===== src/rtl/cell_reader_pkg.sv =====
// Shared types and constants for the cell position reader: FSM state encoding,
// memory layout constants and the {index, data} entry held in the output FIFO.
package cell_reader_pkg;

  localparam int CELL_DATA_WIDTH = 96;
  localparam int CELL_ADDR_WIDTH = 8;

  // Address 0 of a cell memory holds the particle count, particles follow at 1..count.
  localparam int COUNT_ADDR     = 0;
  localparam int MEM_RD_LATENCY = 2;

  typedef enum logic [2:0] {
    ST_IDLE,
    ST_RD_CNT,
    ST_WAIT_CNT,
    ST_STREAM,
    ST_DRAIN,
    ST_DONE
  } state_e;

  typedef struct packed {
    logic [CELL_ADDR_WIDTH-1:0] index;
    logic [CELL_DATA_WIDTH-1:0] data;
  } fifo_entry_t;

endpackage


===== src/rtl/cell_reader_fifo.sv =====
// Synchronous show-ahead FIFO: the head entry is presented on o_rdata the cycle
// after it is written; i_rd pops it. Writes while full are dropped.
module cell_reader_fifo #(
  parameter int WIDTH = 8,
  parameter int DEPTH = 4
) (
  input  logic                       clk,
  input  logic                       rst,
  input  logic                       i_wr,
  input  logic [WIDTH-1:0]           i_wdata,
  input  logic                       i_rd,
  output logic [WIDTH-1:0]           o_rdata,
  output logic [$clog2(DEPTH+1)-1:0] o_count,
  output logic                       o_full,
  output logic                       o_empty
);

  localparam int PW = $clog2(DEPTH);
  localparam int CW = $clog2(DEPTH + 1);

  logic [WIDTH-1:0] r_mem [DEPTH];
  logic [PW-1:0]    r_wr_ptr;
  logic [PW-1:0]    r_rd_ptr;
  logic [CW-1:0]    r_count;
  logic             w_wr;
  logic             w_rd;

  // Pointers wrap explicitly so DEPTH need not be a power of two.
  function automatic logic [PW-1:0] next_ptr(input logic [PW-1:0] p);
    return (p == PW'(DEPTH - 1)) ? '0 : p + PW'(1);
  endfunction

  assign o_full  = (r_count == CW'(DEPTH));
  assign o_empty = (r_count == '0);
  assign o_count = r_count;
  assign w_wr    = i_wr & ~o_full;
  assign w_rd    = i_rd & ~o_empty;

  // NOTE: sequential state uses <= so every register samples pre-edge values,
  // independent of the order in which always_ff blocks are evaluated.
  always_ff @(posedge clk) begin
    if (rst) begin
      r_wr_ptr <= '0;
      r_rd_ptr <= '0;
      r_count  <= '0;
    end else begin
      if (w_wr) r_wr_ptr <= next_ptr(r_wr_ptr);
      if (w_rd) r_rd_ptr <= next_ptr(r_rd_ptr);
      case ({w_wr, w_rd})
        2'b10:   r_count <= r_count + CW'(1);
        2'b01:   r_count <= r_count - CW'(1);
        default: r_count <= r_count;
      endcase
    end
  end

  // NOTE: storage is not reset; r_count alone decides which entries are live,
  // which keeps the array mappable onto plain RAM/register cells without reset.
  always_ff @(posedge clk) begin
    if (w_wr) r_mem[r_wr_ptr] <= i_wdata;
  end

  assign o_rdata = r_mem[r_rd_ptr];

endmodule


===== src/rtl/cell_pos_reader.sv =====
// Read-side initiator for one cell memory: fetches the particle count at address 0,
// then streams addresses 1..count through a credit-controlled show-ahead FIFO.
module cell_pos_reader
  import cell_reader_pkg::*;
#(
  parameter int DATA_WIDTH   = CELL_DATA_WIDTH,
  parameter int ADDR_WIDTH   = CELL_ADDR_WIDTH,
  parameter int PARTICLE_NUM = 220,
  parameter int FIFO_DEPTH   = 4
) (
  input  logic                  clk,
  input  logic                  rst,
  input  logic                  start,
  output logic [ADDR_WIDTH-1:0] mem_address,
  output logic                  mem_rden,
  output logic                  mem_wren,
  output logic [DATA_WIDTH-1:0] mem_data,
  input  logic [DATA_WIDTH-1:0] mem_q,
  output logic                  out_valid,
  input  logic                  out_ready,
  output logic [DATA_WIDTH-1:0] out_data,
  output logic [ADDR_WIDTH-1:0] out_index,
  output logic                  out_last,
  output logic                  busy,
  output logic                  done,
  output logic [ADDR_WIDTH-1:0] particle_cnt,
  output logic                  cnt_overflow
);

  localparam logic [ADDR_WIDTH-1:0] MAX_CNT = ADDR_WIDTH'(PARTICLE_NUM - 1);
  localparam int FCW       = $clog2(FIFO_DEPTH + 1);
  localparam int SW        = $clog2(FIFO_DEPTH + MEM_RD_LATENCY + 2) + 1;
  localparam int WW        = $clog2(MEM_RD_LATENCY) + 1;
  localparam int WAIT_LAST = MEM_RD_LATENCY - 1;

  state_e                r_state;
  logic [WW-1:0]         r_wait;
  logic [ADDR_WIDTH-1:0] r_ptr;
  logic [ADDR_WIDTH-1:0] r_cnt;
  logic [ADDR_WIDTH-1:0] r_mem_address;
  logic                  r_mem_rden;
  logic                  r_part_rd;
  logic                  r_busy;
  logic                  r_done;
  logic                  r_ovf;

  logic [MEM_RD_LATENCY-1:0] r_vld_sr;
  logic [ADDR_WIDTH-1:0]     r_idx_sr [MEM_RD_LATENCY];

  fifo_entry_t           w_wr_entry;
  fifo_entry_t           w_rd_entry;
  logic                  w_push;
  logic                  w_pop;
  logic                  w_fifo_full;
  logic                  w_fifo_empty;
  logic [FCW-1:0]        w_fifo_count;
  logic [ADDR_WIDTH-1:0] w_raw_cnt;
  logic                  w_raw_ovf;
  logic [ADDR_WIDTH-1:0] w_clamped;
  logic [SW-1:0]         w_credit_used;
  logic                  w_can_issue;
  logic                  w_drained;

  assign w_raw_cnt = mem_q[ADDR_WIDTH-1:0];
  assign w_raw_ovf = (w_raw_cnt > MAX_CNT);
  assign w_clamped = w_raw_ovf ? MAX_CNT : w_raw_cnt;

  // Slots the next cycle will hold: reads in flight plus FIFO entries after this edge's pop.
  // A read is issued only if that leaves room for it, so the FIFO can never overflow.
  assign w_credit_used = SW'(r_part_rd) + SW'($countones(r_vld_sr)) + SW'(w_fifo_count) - SW'(w_pop);
  assign w_can_issue   = (w_credit_used < SW'(FIFO_DEPTH));

  // Drained once nothing is in flight and the final entry leaves the FIFO at this edge.
  assign w_drained = !r_part_rd && (r_vld_sr == '0) &&
                     (w_fifo_empty || (w_fifo_count == FCW'(1) && w_pop));

  always_ff @(posedge clk) begin
    if (rst) begin
      r_state       <= ST_IDLE;
      r_wait        <= '0;
      r_ptr         <= '0;
      r_cnt         <= '0;
      r_mem_address <= '0;
      r_mem_rden    <= 1'b0;
      r_part_rd     <= 1'b0;
      r_busy        <= 1'b0;
      r_done        <= 1'b0;
      r_ovf         <= 1'b0;
    end else begin
      r_mem_rden <= 1'b0;
      r_part_rd  <= 1'b0;
      r_done     <= 1'b0;
      case (r_state)
        ST_IDLE: begin
          if (start) begin
            r_state       <= ST_RD_CNT;
            r_ovf         <= 1'b0;
            r_busy        <= 1'b1;
            r_mem_rden    <= 1'b1;
            r_mem_address <= ADDR_WIDTH'(COUNT_ADDR);
          end
        end
        ST_RD_CNT: begin
          r_state <= ST_WAIT_CNT;
          r_wait  <= '0;
        end
        ST_WAIT_CNT: begin
          if (r_wait == WW'(WAIT_LAST)) begin
            r_cnt <= w_clamped;
            r_ovf <= w_raw_ovf;
            if (w_clamped == '0) begin
              r_state <= ST_DONE;
              r_done  <= 1'b1;
            end else begin
              r_mem_rden    <= 1'b1;
              r_part_rd     <= 1'b1;
              r_mem_address <= ADDR_WIDTH'(1);
              r_ptr         <= ADDR_WIDTH'(2);
              r_state       <= (w_clamped == ADDR_WIDTH'(1)) ? ST_DRAIN : ST_STREAM;
            end
          end else begin
            r_wait <= r_wait + WW'(1);
          end
        end
        ST_STREAM: begin
          if (w_can_issue) begin
            r_mem_rden    <= 1'b1;
            r_part_rd     <= 1'b1;
            r_mem_address <= r_ptr;
            r_ptr         <= r_ptr + ADDR_WIDTH'(1);
            if (r_ptr == r_cnt) r_state <= ST_DRAIN;
          end
        end
        ST_DRAIN: begin
          if (w_drained) begin
            r_state <= ST_DONE;
            r_done  <= 1'b1;
          end
        end
        ST_DONE: begin
          r_state <= ST_IDLE;
          r_busy  <= 1'b0;
        end
        default: r_state <= ST_IDLE;
      endcase
    end
  end

  // Valid bits follow each particle read until its data appears on mem_q.
  always_ff @(posedge clk) begin
    if (rst) r_vld_sr <= '0;
    else     r_vld_sr <= {r_vld_sr[MEM_RD_LATENCY-2:0], r_part_rd};
  end

  always_ff @(posedge clk) begin
    r_idx_sr[0] <= r_mem_address;
    for (int i = 1; i < MEM_RD_LATENCY; i++) r_idx_sr[i] <= r_idx_sr[i-1];
  end

  assign w_push           = r_vld_sr[MEM_RD_LATENCY-1];
  assign w_wr_entry.index = r_idx_sr[MEM_RD_LATENCY-1];
  assign w_wr_entry.data  = mem_q;
  assign w_pop            = out_valid & out_ready;

  cell_reader_fifo #(
    .WIDTH ($bits(fifo_entry_t)),
    .DEPTH (FIFO_DEPTH)
  ) u_fifo (
    .clk     (clk),
    .rst     (rst),
    .i_wr    (w_push),
    .i_wdata (w_wr_entry),
    .i_rd    (w_pop),
    .o_rdata (w_rd_entry),
    .o_count (w_fifo_count),
    .o_full  (w_fifo_full),
    .o_empty (w_fifo_empty)
  );

  a_no_fifo_overflow : assert property (@(posedge clk) disable iff (rst) !(w_push && w_fifo_full));

  assign mem_address  = r_mem_address;
  assign mem_rden     = r_mem_rden;
  assign mem_wren     = 1'b0;
  assign mem_data     = '0;
  assign busy         = r_busy;
  assign done         = r_done;
  assign particle_cnt = r_cnt;
  assign cnt_overflow = r_ovf;

  // Payload is forced to zero when no entry is presented, so idle outputs are clean.
  assign out_valid = ~w_fifo_empty;
  assign out_data  = out_valid ? w_rd_entry.data  : '0;
  assign out_index = out_valid ? w_rd_entry.index : '0;
  assign out_last  = out_valid && (w_rd_entry.index == r_cnt);

endmodule


===== config.mk =====
export PLATFORM = sky130hd
export DESIGN_NAME = cell_pos_reader
export DESIGN_NICKNAME = d
export VERILOG_FILES = /design/src/rtl/cell_reader_pkg.sv /design/src/rtl/cell_reader_fifo.sv /design/src/rtl/cell_pos_reader.sv
export SDC_FILE = /design/constraint.sdc
export NUM_CORES = 1
export LEC_CHECK = 0
export ABC_AREA = 1
export BUFFER_PORTS_ARGS = -buffer_cell sky130_fd_sc_hd__buf_2
export CAP_MARGIN = 40
export CORE_ASPECT_RATIO = 1.25
export CORE_UTILIZATION = 56
export DETAILED_ROUTE_END_ITERATION = 8
export PLACE_DENSITY = 0.81
export SLEW_MARGIN = 10
export SYNTH_ARGS = -nofsm -noshare
export SYNTH_HDL_FRONTEND = slang
export SYNTH_SLANG_ARGS = --single-unit
export TNS_END_PERCENT = 100

===== constraint.sdc =====
create_clock -name clk -period 7.45 [get_ports clk]
set_input_delay 1.49 -clock clk [delete_from_list [all_inputs] [get_ports clk]]
set_output_delay 1.49 -clock clk [all_outputs]
set_load 0.01 [all_outputs]

==> reports/results.ini, run 1 <==
[critical_path]
crit_fanout=56
cp-end-kind=output pin
reg2reg_depth=7
r2r-start=u_fifo.o_count[0]
crit_arrival_ns=3.54
worstPathRequired_ns=5.96
rrSetupSlack_ns=3.99
startpoint_type=flip-flop
r2r-end=u_fifo.r_mem[1][101]
crit_type=reg -> out

[die]
io_pins=323
coreArea_um2=34600
initial_utilization_pct=57.0
std_cell_rows=76
die_x_um=170
die_h_um=212
die_area_um2=36000

[sta]
setup_viol_count_final=0
period_share_pct=67.5
finalSetupTns_ns=0
final_max_slew_viol_count=0
tightest_slew_ns=0.880
max-slew-margin-rel_pct=41.3
clock_skew_ns=0.0162
hold_viol=0
fmax_mhz=199
rsz0062_at_grt=no
period_minus_slack_ns=5.03

[routing]
firstDrtPassIters=5
avgViaCountPerCell=5.36
routed_wirelength_um=43400
ant_nets=0
drc_errors=0
drt-initial-drc-count=1320
post_drt_wl_per_cell_um=17.9
num_vias=13000

[cts]
root_buffer=clkbuf_16
clock_path_buffers=3
post_cts_resized=0
htreeDepth=2
cts_tree=built
clk-insertion-delay-late_ns=0.55
clk_pin_slew_ns=0.06
postCtsHoldBufs=0
cts.sinks=477
cts_setup_buffers=0
cts_buffers=43

[synth]
synth_top_family_by_area=simple AND/OR/NAND/NOR gates
synthXorXnorAreaFrac_pct=0.349
synthMuxAreaShare_pct=0
yosys_warnings=0
syn_area_per_cell_um2=11.5
synth-seq-cells=477
synth_area_um2=19700
synthCells=1717
synthFlopType=edfxtp_1
synth_compound_gate_area_share_pct=9.46
synth_fa_ha_area_share_pct=1.18
synth-simple-area-share_pct=12.7
yosysSeqAreaShare_pct=69.5
synth-edff-count=416
synth.distinct_cells=45
async_reset_ff_share_pct=0

[global_route]
track_usage_pct=23.8
gr-total-overflow=0
grt_pass1_vias=12300
grt_pass1_wl_um=65800
grt_max_degree=99
antenna_found_initial=9

[place]
numPortBuffers=225
place_hpwl_um=26400
gp_congestion=0.935
dpl_cell_area_um2=21000

[finish]
final_common_cell=nor2_1
final_cell_mix=435 x nor2_1, 416 x edfxtp_1, 225 x buf_2
area_growth_pct=13.3
fin_nets=2039
drive_gt1_share_pct=18.3
finalInstanceArea_um2=22400

[job]
drv_cap=0

[worst_hold_path]
hold_path.class=reg -> reg
holdPathEnd=r_idx_sr[0][14]
holdCritStartpoint=r_idx_sr[0][6]
hold_depth=0

[power]
pwr_density_cell_nw_per_um2=323
p_leak_uw=0.00850
vdd_ir_drop_max_v=0.000263

[outcome]
status=completed

-- worst max-delay path: stages (launching register included) --
cell	delay (ns)
dfxtp_4	0.75
clkinv_2	0.85
buf_4	0.65
nor2_1	0.18
o21ai_0	0.09
a21oi_1	0.23
buf_2	0.19
-- through the flow --
step	power (uW)	instances	worst slack (ns)	hold WS (ns)	util, %
final	7230	2430	2.42	0.327	64.7
after global routing	7590	2430	2.19	0.332	64.7
after CTS	7270	2424	2.41	0.327	64.6
after detailed placement	5090	2344	3.00	0.312	60.6
after global placement	5000	2339	2.98	0.311	60.2
after floorplan	4420	1813	1.53	0.310	-
-- sequential cells by signal, summed over array words and instances (netlist names), 2 cells and up, named ones only --
signal,flops
r_wait,2
r_state,3
u_fifo.r_rd_ptr,2
u_fifo.o_count,3
mem_address,8
particle_cnt,8
u_fifo.r_mem,416
r_ptr,8
u_fifo.r_wr_ptr,2
r_idx_sr,16
r_vld_sr,2
-- per-layer routing --
metal	global-route usage (%)	wire [um]	vias to the layer above
li1	-	-	6129
met1	29.8	17200	6240
met2	40.0	21600	544
met3	4.60	2980	96
met4	10.9	1570	6
met5	0	44	-
-- worst max-delay path by stage --
stage                    endpoint         startpoint  cells past startpoint  slack [ns]
6_report             out_data[71]          flip-flop                      6        2.42
5_1_grt              out_data[91]          flip-flop                      6        2.19
4_1_cts              out_data[71]          flip-flop                      6        2.41
3_5_place_dp         out_data[71]          flip-flop                      6        3.00
3_3_place_gp         out_data[71]          flip-flop                      6        2.98
2_1_floorplan  u_fifo.r_mem[0][0]  u_fifo.o_count[0]                      5        1.53
-- cells by family after synthesis --
kind of cell	after synthesis
AOI/OAI and AO/OA	359
xor gates and xnor gates	7
adders and majority gates	18
buffers and inverters	244
DFF	477
other	1
and+or+nand+nor	611
-- area by class of cell --
class / instances / area, um2
repair buffers: 244 / 1350
clock inverters: 21 / 224
flip-flops and latches: 477 / 13700
clock buffers: 59 / 1180
diodes: 6 / 15.0
multi-input cells: 1092 / 5060
inverters: 63 / 241
well taps: 468 / 586
fillers: 2555 / 12200
-- power by group --
group	switching, uW	internal (uW)
Combinational	1380	629
Clock	939	1250
Sequential	74.4	2960
-- synthesized netlist by cell type, types with 2 or more instances --
library cell / number / area share [%]
a211oi_1: 4 / 0.15
nand3_2: 2 / 0.10
a21oi_2: 5 / 0.22
buf_1: 17 / 0.32
buf_6: 2 / 0.11
nor3_1: 4 / 0.10
nand2_4: 4 / 0.23
nor2_2: 4 / 0.13
edfxtp_1: 416 / 63
nor2_8: 2 / 0.20
xor2_1: 6 / 0.27
nand2_2: 7 / 0.22
nand2_1: 114 / 2.2
a21oi_1: 127 / 3.2
inv_1: 52 / 0.99
clkbuf_1: 29 / 0.55
nor2_1: 439 / 8.3
o21ai_0: 213 / 5.4
buf_4: 99 / 3.8
buf_2: 33 / 0.84
dfxtp_1: 61 / 6.2
o22ai_1: 2 / 0.063
ha_1: 17 / 1.1
nand3_1: 28 / 0.71
inv_2: 9 / 0.17
clkinv_1: 2 / 0.038
No activity file was read; power rests on OpenSTA's default activity.
==> inputs of run 2 (changes only) <==
ABC_AREA = 0   (was 1)
PLACE_DENSITY = 0.82   (was 0.81)
clock period = 4.8 ns   (was 7.45 ns; I/O delays follow)
==> reports/results.ini, run 2 <==
[die]
die_area_um2=34900  ; was 36000 um2
initial_utilization_pct=56.9  ; was 57.0%
die_h_um=209  ; was 212 um
coreArea_um2=33600  ; was 34600 um2
std_cell_rows=75  ; was 76
io_pins=323  ; unchanged
die_x_um=167  ; was 170 um

[cts]
clock_path_buffers=3  ; unchanged
root_buffer=clkbuf_16  ; unchanged
cts.sinks=477  ; unchanged
clk-insertion-delay-late_ns=0.54  ; was 0.55 ns
post_cts_resized=0  ; unchanged
cts_buffers=44  ; was 43
postCtsHoldBufs=0  ; unchanged
cts_tree=built  ; unchanged
clk_pin_slew_ns=0.06  ; about the same
cts_setup_buffers=0  ; unchanged
htreeDepth=2  ; unchanged

[synth]
synth-seq-cells=477  ; unchanged
yosys_warnings=0  ; unchanged
synth_compound_gate_area_share_pct=2.34  ; was 9.46%
synth_area_um2=19100  ; was 19700 um2
synth.most_common_cell=edfxtp_1  ; was nor2_1
synth-simple-area-share_pct=6.17  ; was 12.7%
synthMuxAreaShare_pct=12.5  ; was 0%
synth.distinct_cells=55  ; was 45
syn_area_per_cell_um2=18.3  ; was 11.5 um2
yosysTopAreaCellShare_pct=65.3  ; was 63.3%
yosys.area.top_type=edfxtp_1  ; unchanged
synthXorXnorAreaFrac_pct=0.824  ; was 0.349%
synthCells=1048  ; was 1717
yosysSeqAreaShare_pct=71.7  ; was 69.5%
async_reset_ff_share_pct=0  ; unchanged
synth-edff-count=416  ; unchanged
synthFlopType=edfxtp_1  ; unchanged
synthTopCellsByArea=edfxtp_1 65%, mux4_2 12%, dfxtp_1 6.4%  ; was edfxtp_1 63%, nor2_1 8.3%, dfxtp_1 6.2%
synth_top_family_by_area=multiplexers  ; was simple AND/OR/NAND/NOR gates
ys_top_cells_by_count=416 x edfxtp_1, 105 x and2_1, 104 x mux4_2, 101 x buf_4, 61 x dfxtp_1  ; was 439 x nor2_1, 416 x edfxtp_1, 213 x o21ai_0, 127 x a21oi_1, 114 x nand2_1
synth_fa_ha_area_share_pct=1.22  ; was 1.18%

[critical_path]
crit_fanout=35  ; was 56
reg2reg_depth=14  ; was 7
cp-end-kind=output pin  ; unchanged
crit_type=reg -> out  ; unchanged
startpoint_type=flip-flop  ; unchanged
worstPathRequired_ns=3.84  ; was 5.96 ns
crit_arrival_ns=2.86  ; was 3.54 ns

[finish]
largest_register_ffs=416  ; unchanged
n_fill_cell=2309  ; was 2555
multiInputGateArea_um2=4790  ; was 5060 um2
seqCellArea_um2=13700  ; unchanged
reg.largest.list=u_fifo.r_mem (416), r_idx_sr (16)  ; unchanged
drive_gt1_share_pct=31.7  ; was 18.3%
final_cell_mix=416 x edfxtp_1, 225 x buf_2, 105 x and2_1  ; was 435 x nor2_1, 416 x edfxtp_1, 225 x buf_2
top_register=u_fifo.r_mem  ; unchanged
fin_nets=1403  ; was 2039
final_common_cell=edfxtp_1  ; was nor2_1
area_growth_pct=14.2  ; was 13.3%

[sta]
hold_slack_ns=0.326  ; was 0.327 ns
max-slew-margin-rel_pct=46.1  ; was 41.3%
rsz0062_at_grt=no  ; unchanged
period_minus_slack_ns=3.82
final_max_slew_viol_count=0  ; unchanged
period_share_pct=79.6
tightest_slew_ns=0.808  ; was 0.880 ns
finalSetupTns_ns=0  ; unchanged
clock_skew_ns=0.0101  ; was 0.0162 ns
hold_viol=0  ; unchanged
setup_viol_count_final=0  ; unchanged
fmax_mhz=262

[global_route]
grt_pass1_vias=9939  ; was 12300
gr-total-overflow=0  ; unchanged
track_usage_pct=21.0  ; was 23.8%
grt_pass1_wl_um=55800  ; was 65800 um
grt_max_degree=60  ; was 99
antenna_found_initial=8  ; was 9

[routing]
drc_errors=0  ; unchanged
avgViaCountPerCell=5.62  ; was 5.36
firstDrtPassIters=5  ; unchanged
ant_nets=0  ; unchanged
routed_wirelength_um=36500  ; was 43400 um
post_drt_wl_per_cell_um=20.9  ; was 17.9 um
num_vias=9808  ; was 13000
drt-initial-drc-count=749  ; was 1320

[worst_hold_path]
hold_path.class=reg -> reg  ; unchanged
hold_depth=0  ; unchanged

[power]
vdd_ir_drop_max_v=0.000308  ; was 0.000263 V
pwr_density_cell_nw_per_um2=436  ; was 323 nW/um2
p_leak_uw=0.00786  ; was 0.00850 uW

[job]
drv_cap=0  ; unchanged

[place]
gp_congestion=0.869  ; was 0.935
place_hpwl_um=22100  ; was 26400 um
numPortBuffers=225  ; unchanged

[outcome]
status=completed  ; unchanged

-- run 2: kinds of logic (layout without fill, tap and decap cells) --
| kind of cell | count (synthesis) | after routing |
|---|---|---|
| XOR/XNOR | 18 | 18 |
| AND/OR/NAND/NOR | 203 | 203 |
| flip-flops | 477 | 477 |
| buffers and inverters | 158 | 331 |
| multiplexers | 108 | 108 |
| other | 1 | 103 |
| adder cells (fa/ha/maj) | 18 | 18 |
| AO/OA/AOI/OAI | 65 | 65 |
-- run 2: worst max-delay path, cell delays in order (launching register included) --
cell	delay (ns)
dfxtp_4	0.82
mux4_2	0.65
xnor2_1	0.18
nand4_1	0.13
nor4_1	0.17
and3_1	0.20
buf_2	0.15
-- run 2: final cells by class --
cell class              count  area share, %
repair buffers            236           5.91
clock inverters            16          0.928
inverters                  17          0.292
multi-input cells         509           21.9
flip-flops and latches    477           62.8
well taps                 423           2.42
clock buffers              62           5.64
diodes                      6         0.0687
-- run 2: through the flow --
step / utilization (%) / cell area (um2) / total power (uW) / std cells / setup WS (ns)
4_1_cts: 65.0 / 21800 / 9610 / 1740 / 0.921
2_1_floorplan: - / 19500 / 5660 / 1144 / 1.06
3_3_place_gp: 60.6 / 20400 / 6120 / 1661 / 1.09
6_report: 65.0 / 21800 / 9530 / 1746 / 0.982
3_5_place_dp: 60.7 / 20400 / 6170 / 1662 / 1.02
5_1_grt: 65.0 / 21800 / 9850 / 1746 / 0.759
-- run 2: routing by layer --
metal	wire length, um	vias up	GRT usage (%)
met1	14100	4996	26.8
met3	2350	73	3.64
li1	-	4343	-
met2	18900	392	35.8
met4	1130	4	8.51
met5	27	-	0
-- run 2: final timing paths --
kind	start	end	slack, ns
min	r_idx_sr[0][6]	r_idx_sr[0][14]	0.33
max reg2reg	u_fifo.o_count[1]	mem_address[7]	1.19
min reg2reg	r_idx_sr[0][6]	r_idx_sr[0][14]	0.33
max	flip-flop	out_last	0.98
-- run 2: power breakdown --
part | internal, uW | leakage [uW] | switching, uW
combinational | 671 | 0.00294 | 798
clock | 2050 | 0.000705 | 1410
sequential | 4520 | 0.00421 | 72.3
total | 7250 | 0.00786 | 2280
